--- config.mk ---
export PLATFORM = sky130hd
export DESIGN_NAME = rf_write_scheduler
export DESIGN_NICKNAME = d
export VERILOG_FILES = /design/src/rtl/rf_write_scheduler.sv
export SDC_FILE = /design/constraint.sdc
export NUM_CORES = 1
export LEC_CHECK = 0
export ABC_AREA = 1
export CORE_UTILIZATION = 30
export CTS_CLUSTER_SIZE = 28
export DETAILED_ROUTE_END_ITERATION = 8
export DONT_BUFFER_PORTS = 1
export GPL_TIMING_DRIVEN = 0
export PLACE_DENSITY = 0.53
export SYNTH_ARGS = -nofsm -noshare
export SYNTH_HDL_FRONTEND = slang
export SYNTH_SLANG_ARGS = --single-unit
--- constraint.sdc ---
create_clock -name clk -period 6.6 [get_ports clk]
set_clock_uncertainty 0.1 [all_clocks]
set_input_delay 1.32 -clock clk [delete_from_list [all_inputs] [get_ports clk]]
set_output_delay 1.32 -clock clk [all_outputs]
set_load 0.03 [all_outputs]
--- src/rtl/rf_write_scheduler.sv ---
// Register-file write-port scheduler: WB stage vs. multi-cycle unit with a 1-entry skid buffer.
// Optional ID-stage bypass outputs when RFW_BYPASS_EN is defined.
module rf_write_scheduler #(
  parameter int MAX_OUT    = 4,
  parameter int STARVE_LIM = 8
) (
  input  logic        clk,
  input  logic        rst,
  input  logic        wb_we,
  input  logic [4:0]  wb_rd,
  input  logic [31:0] wb_data,
  input  logic        iss_valid,
  input  logic [4:0]  iss_rd,
  output logic        iss_ready,
  input  logic        mc_valid,
  input  logic [4:0]  mc_rd,
  input  logic [31:0] mc_data,
  output logic        mc_ready,
  input  logic [4:0]  id_rs1,
  input  logic [4:0]  id_rs2,
  output logic        id_stall,
`ifdef RFW_BYPASS_EN
  output logic        byp1_hit,
  output logic [31:0] byp1_data,
  output logic        byp2_hit,
  output logic [31:0] byp2_data,
`endif
  output logic        rf_we,
  output logic [4:0]  rf_rd,
  output logic [31:0] rf_wdata
);

  localparam int CW = $clog2(MAX_OUT + 1);
  localparam int SW = $clog2(STARVE_LIM + 1);
  localparam logic [CW-1:0] MAX_CNT    = CW'(MAX_OUT);
  localparam logic [SW-1:0] STARVE_CAP = SW'(STARVE_LIM);

  typedef enum logic {BUF_EMPTY = 1'b0, BUF_FULL = 1'b1} buf_state_t;

  buf_state_t     buf_state_r;
  logic [4:0]     buf_rd_r;
  logic [31:0]    buf_data_r;
  logic [31:0]    busy_r;
  logic [CW-1:0]  out_cnt_r;
  logic [SW-1:0]  starve_cnt_r;

  logic           wb_go_s;
  logic           drain_s;
  logic           issue_s;
  logic           starve_s;
  logic           raw1_s;
  logic           raw2_s;
  logic [31:0]    busy_clr_s;
  logic [31:0]    busy_set_s;
  logic [31:0]    busy_nx_s;

  // Arbitration and handshake decode from registered state
  always_comb begin
    wb_go_s   = wb_we && (wb_rd != 5'd0);
    drain_s   = (buf_state_r == BUF_FULL) && !wb_go_s;
    mc_ready  = (buf_state_r == BUF_EMPTY);
    iss_ready = !busy_r[iss_rd] && (out_cnt_r < MAX_CNT);
    issue_s   = iss_valid && iss_ready;
    starve_s  = (starve_cnt_r >= STARVE_CAP);
  end

  // RAW hazard detection; with bypass, a register being written in rf_* is forwarded instead
  always_comb begin
    raw1_s = (id_rs1 != 5'd0) && busy_r[id_rs1];
    raw2_s = (id_rs2 != 5'd0) && busy_r[id_rs2];
`ifdef RFW_BYPASS_EN
    raw1_s = raw1_s && !(rf_we && (rf_rd == id_rs1));
    raw2_s = raw2_s && !(rf_we && (rf_rd == id_rs2));
    byp1_hit  = rf_we && (rf_rd != 5'd0) && (rf_rd == id_rs1);
    byp2_hit  = rf_we && (rf_rd != 5'd0) && (rf_rd == id_rs2);
    byp1_data = rf_wdata;
    byp2_data = rf_wdata;
`endif
    id_stall = raw1_s | raw2_s | starve_s;
  end

  // Next busy vector: drain clears its bit, accepted issue sets its bit, x0 is never busy
  always_comb begin
    busy_clr_s = drain_s ? (32'd1 << buf_rd_r) : 32'd0;
    busy_set_s = issue_s ? (32'd1 << iss_rd) : 32'd0;
    busy_nx_s  = ((busy_r & ~busy_clr_s) | busy_set_s) & ~32'd1;
  end

  // Skid buffer FSM with starvation counter
  always_ff @(posedge clk or posedge rst) begin
    if (rst) begin
      buf_state_r  <= BUF_EMPTY;
      buf_rd_r     <= 5'd0;
      buf_data_r   <= 32'd0;
      starve_cnt_r <= '0;
    end else begin
      case (buf_state_r)
        BUF_EMPTY: begin
          starve_cnt_r <= '0;
          if (mc_valid) begin
            buf_state_r <= BUF_FULL;
            buf_rd_r    <= mc_rd;
            buf_data_r  <= mc_data;
          end
        end
        BUF_FULL: begin
          if (drain_s) begin
            buf_state_r  <= BUF_EMPTY;
            starve_cnt_r <= '0;
          end else if (starve_cnt_r < STARVE_CAP) begin
            starve_cnt_r <= starve_cnt_r + SW'(1);
          end
        end
        default: begin
          buf_state_r  <= BUF_EMPTY;
          starve_cnt_r <= '0;
        end
      endcase
    end
  end

  // Busy scoreboard and outstanding-op counter
  always_ff @(posedge clk or posedge rst) begin
    if (rst) begin
      busy_r    <= 32'd0;
      out_cnt_r <= '0;
    end else begin
      busy_r <= busy_nx_s;
      case ({issue_s, drain_s})
        2'b10: if (out_cnt_r < MAX_CNT) out_cnt_r <= out_cnt_r + CW'(1);
        2'b01: if (out_cnt_r != '0) out_cnt_r <= out_cnt_r - CW'(1);
        default: out_cnt_r <= out_cnt_r;
      endcase
    end
  end

  // Register-file write port: WB first, then buffer; an x0 drain leaves rf_we low
  always_ff @(posedge clk or posedge rst) begin
    if (rst) begin
      rf_we    <= 1'b0;
      rf_rd    <= 5'd0;
      rf_wdata <= 32'd0;
    end else if (wb_go_s) begin
      rf_we    <= 1'b1;
      rf_rd    <= wb_rd;
      rf_wdata <= wb_data;
    end else if (drain_s && (buf_rd_r != 5'd0)) begin
      rf_we    <= 1'b1;
      rf_rd    <= buf_rd_r;
      rf_wdata <= buf_data_r;
    end else begin
      rf_we    <= 1'b0;
    end
  end

endmodule

==> results.txt <==
Status: completed
Port Buffer Count: 0
CORE AREA: 19500 um2
Peak Freq: 229 MHz
# fillers: 2057
Post-Synth XOR/XNOR Area: 0.147%
CTS HTree Levels: 4
HPWL after DPL: 12900 um
Adder-cell share of the synthesized area: 0.758%
Fraction of registers with async set/reset: 100%
Predominant post-synthesis flop cell: dfrtp_1
Maxcap violations: 0
Post-synthesis mux area share: 3.79%
Fin. Hold Viols: 0
PD cells: 383 nW/um2
Routed Antenna Nets: 0
Cell Area, Synth: 5940 um2
Reg-to-reg slack, setup: 4350 ps
Clk buf depth: 2
Final non-filler cell total: 1039
Total CTS buffers: 17
YS warnings: 0
Die area: 20400 um2
Total track usage: 17.9%
#FFs+latches synth: 114
Fin nets: 858
Initial core utilization: 30.5%
IO Pins: 135
Pleak: 2.97 nW
Drt total wl: 17600 um
Sequential share of the synthesized area: 48.0%
Crit path largest cell delay: 380 ps
WP buf/inv: 2
Mapped Avg Cell Area: 8.02 um2
Mapped Nets: 838
Worst-margin pin slew: 597 ps
Worst-Skew Late Latency: 410 ps
Final Slew Violations: 0
Setup Buffers After CTS: 0
Initial antenna violation count: 3
CP cell instances: clkbuf_1, clkbuf_1, a21oi_1, o21ai_0, nand2_1, nand3_1, nand3_1, a21oi_1, nand4_1
Grt ovf: 0
Capturing element type of the critical path: primary output
Crit path DAT: 2940 ps
CTS sink cnt: 114
Unrepaired setup endpoints after global routing: no
DRC: 0
Util after Layout: 35.4%
TritonRoute pass-1 iters: 5
Worst-path fanout max: 10
Final setup fails: 0
Root Driver: clkbuf_16
Synth Area in Compound Gates: 18.5%
Vias in the first global route: 5083
CTS tree: yes
Cells after DPL: 1007
Setup_tns: 0 ps
Slew margin rel.: 60.2%
Worst Hold Class: reg -> reg
Setup WS pre-CTS: 2240 ps
Post-layout minimum cycle time: 4360 ps
DRT iter0 DRCs: 296
Final Worst Setup Slack: 2240 ps
Required @ worst endpoint: 5180 ps
Period utilization: 66.0%
Share of layout cells above drive strength 1: 9.96%
Hold Buf Count CTS: 0
Setup Crit Path Kind: in -> out
Slowest cell on the critical path: clkbuf_1
Post-Syn Instances: 741
Number of synthesized flops with an enable pin: 0
Row count: 51
CTS resizes: 0
Top post-synthesis cells by area: dfrtp_1, nand2_1, o21ai_0, nor2_1, mux2_2
Routed via count: 5265
Synth area leader: dfrtp_1
Clock slew at reported path FFs: 60 ps
VDD IR max: 184 uV
Most frequent cells in the layout: nand2_1, dfrtp_1, o21ai_0
Synth Area in Simple Gates: 21.8%
Most common cell after layout, fill and taps aside: nand2_1
Largest family of logic cells by synthesized area: simple AND/OR/NAND/NOR gates
Tot Pwr: 2.64 mW
Largest net degree at the start of global routing: 86
Routability cong.: 0.910
Area Growth Syn to Fin: 16.1%
First-pass GRT wire length: 27800 um
Startpoint Class: input port
Via/cell ratio: 5.07
Die H: 143 um
Die width: 143 um
Routed len/inst: 16.9 um
Crit path max-delay family: buffers and inverters
Top cell type's share of synthesized area: 48.0%
Yosys cell types: 37
==> metal layers <==
metal  part of all wire (%)  track usage, %
met2                     44            26.5
met1                     45            23.9
met4                    1.1            5.21
met5                   0.15               0
met3                     10            6.91
==> path summary, 6_finish.rpt <==
check / startpoint / to / depth (start not counted)
max in group asynchronous: rst / busy_r[1]$_DFF_PP0_ / 2
worst max register to register: busy_r[18]$_DFF_PP0_ / out_cnt_r[2]$_DFFE_PP0P_ / 13
worst min register to register: out_cnt_r[0]$_DFFE_PP0P_ / out_cnt_r[0]$_DFFE_PP0P_ / 1
worst max-delay path: id_rs2[0] / id_stall / 9
worst min-delay path: out_cnt_r[0]$_DFFE_PP0P_ / out_cnt_r[0]$_DFFE_PP0P_ / 1
min in group asynchronous: rst / rf_wdata[8]$_DFFE_PP0P_ / 1
==> cell families (layout without fill, tap and decap cells) <==
logic type      count (synthesis)  in the layout
flops                         114            114
buf+inv                       103            135
other cells                     0              1
fa+ha+maj                       3              3
xor+xnor                        1              1
simple gates                  303            303
mux                            20             20
compound gates                197            197
==> power breakdown <==
group	internal, mW	switching, mW
combinational	0.209	0.349
clock	0.570	0.351
sequential	0.888	0.275
==> per-stage QoR <==
stage	instance area [um2]	hold slack (ps)
after CTS	6890	367
after global routing	6890	424
after floorplan	5940	342
after global placement	6270	356
after detailed placement	6300	358
final	6900	368
==> registers in the layout, summed over array words and instances (netlist names) <==
| signal | cells |
|---|---|
| rf_rd | 5 |
| rf_wdata | 32 |
| starve_cnt_r | 4 |
| out_cnt_r | 3 |
| buf_data_r | 32 |
| buf_rd_r | 5 |
| buf_state_r | 1 |
| rf_we | 1 |
| busy_r | 31 |
==> worst reg2reg max path, stage by stage, from the launching register on <==
cell and delay [ps]:
dfrtp_1 360, inv_1 80, o21ai_0 150, nand2_1 70
nand3_1 90, nand3_1 80, nand2_1 110, nand2_2 80
nand4_4 170, nand2_1 120, fa_1 390, nand3b_1 180
nand4_1 100, nand2_1 60
==> synthesized netlist by cell type (all sizes together) (14+ instances only) <==
master  count
o31ai      21
nand3      46
nand4      14
clkbuf     31
nand2     167
nor2       65
a21oi      38
o21ai     101
inv        56
buf        14
dfrtp     114
mux2       20
a31oi      19
==> cell type report <==
cell class                      instances  area, um2  share of cell area, %
Antenna cell                            1       2.50                 0.0363
Buffer                                 45        198                   2.87
Clock buffer                           18        439                   6.37
Clock inverter                         13        151                   2.20
Inverter                               58        225                   3.27
Multi-Input combinational cell        524       2670                   38.7
Sequential cell                       114       2850                   41.4
Tap cell                              265        332                   4.81
Timing Repair Buffer                    1       27.5                  0.399
Note: power is estimated with default switching activity, not from simulation.
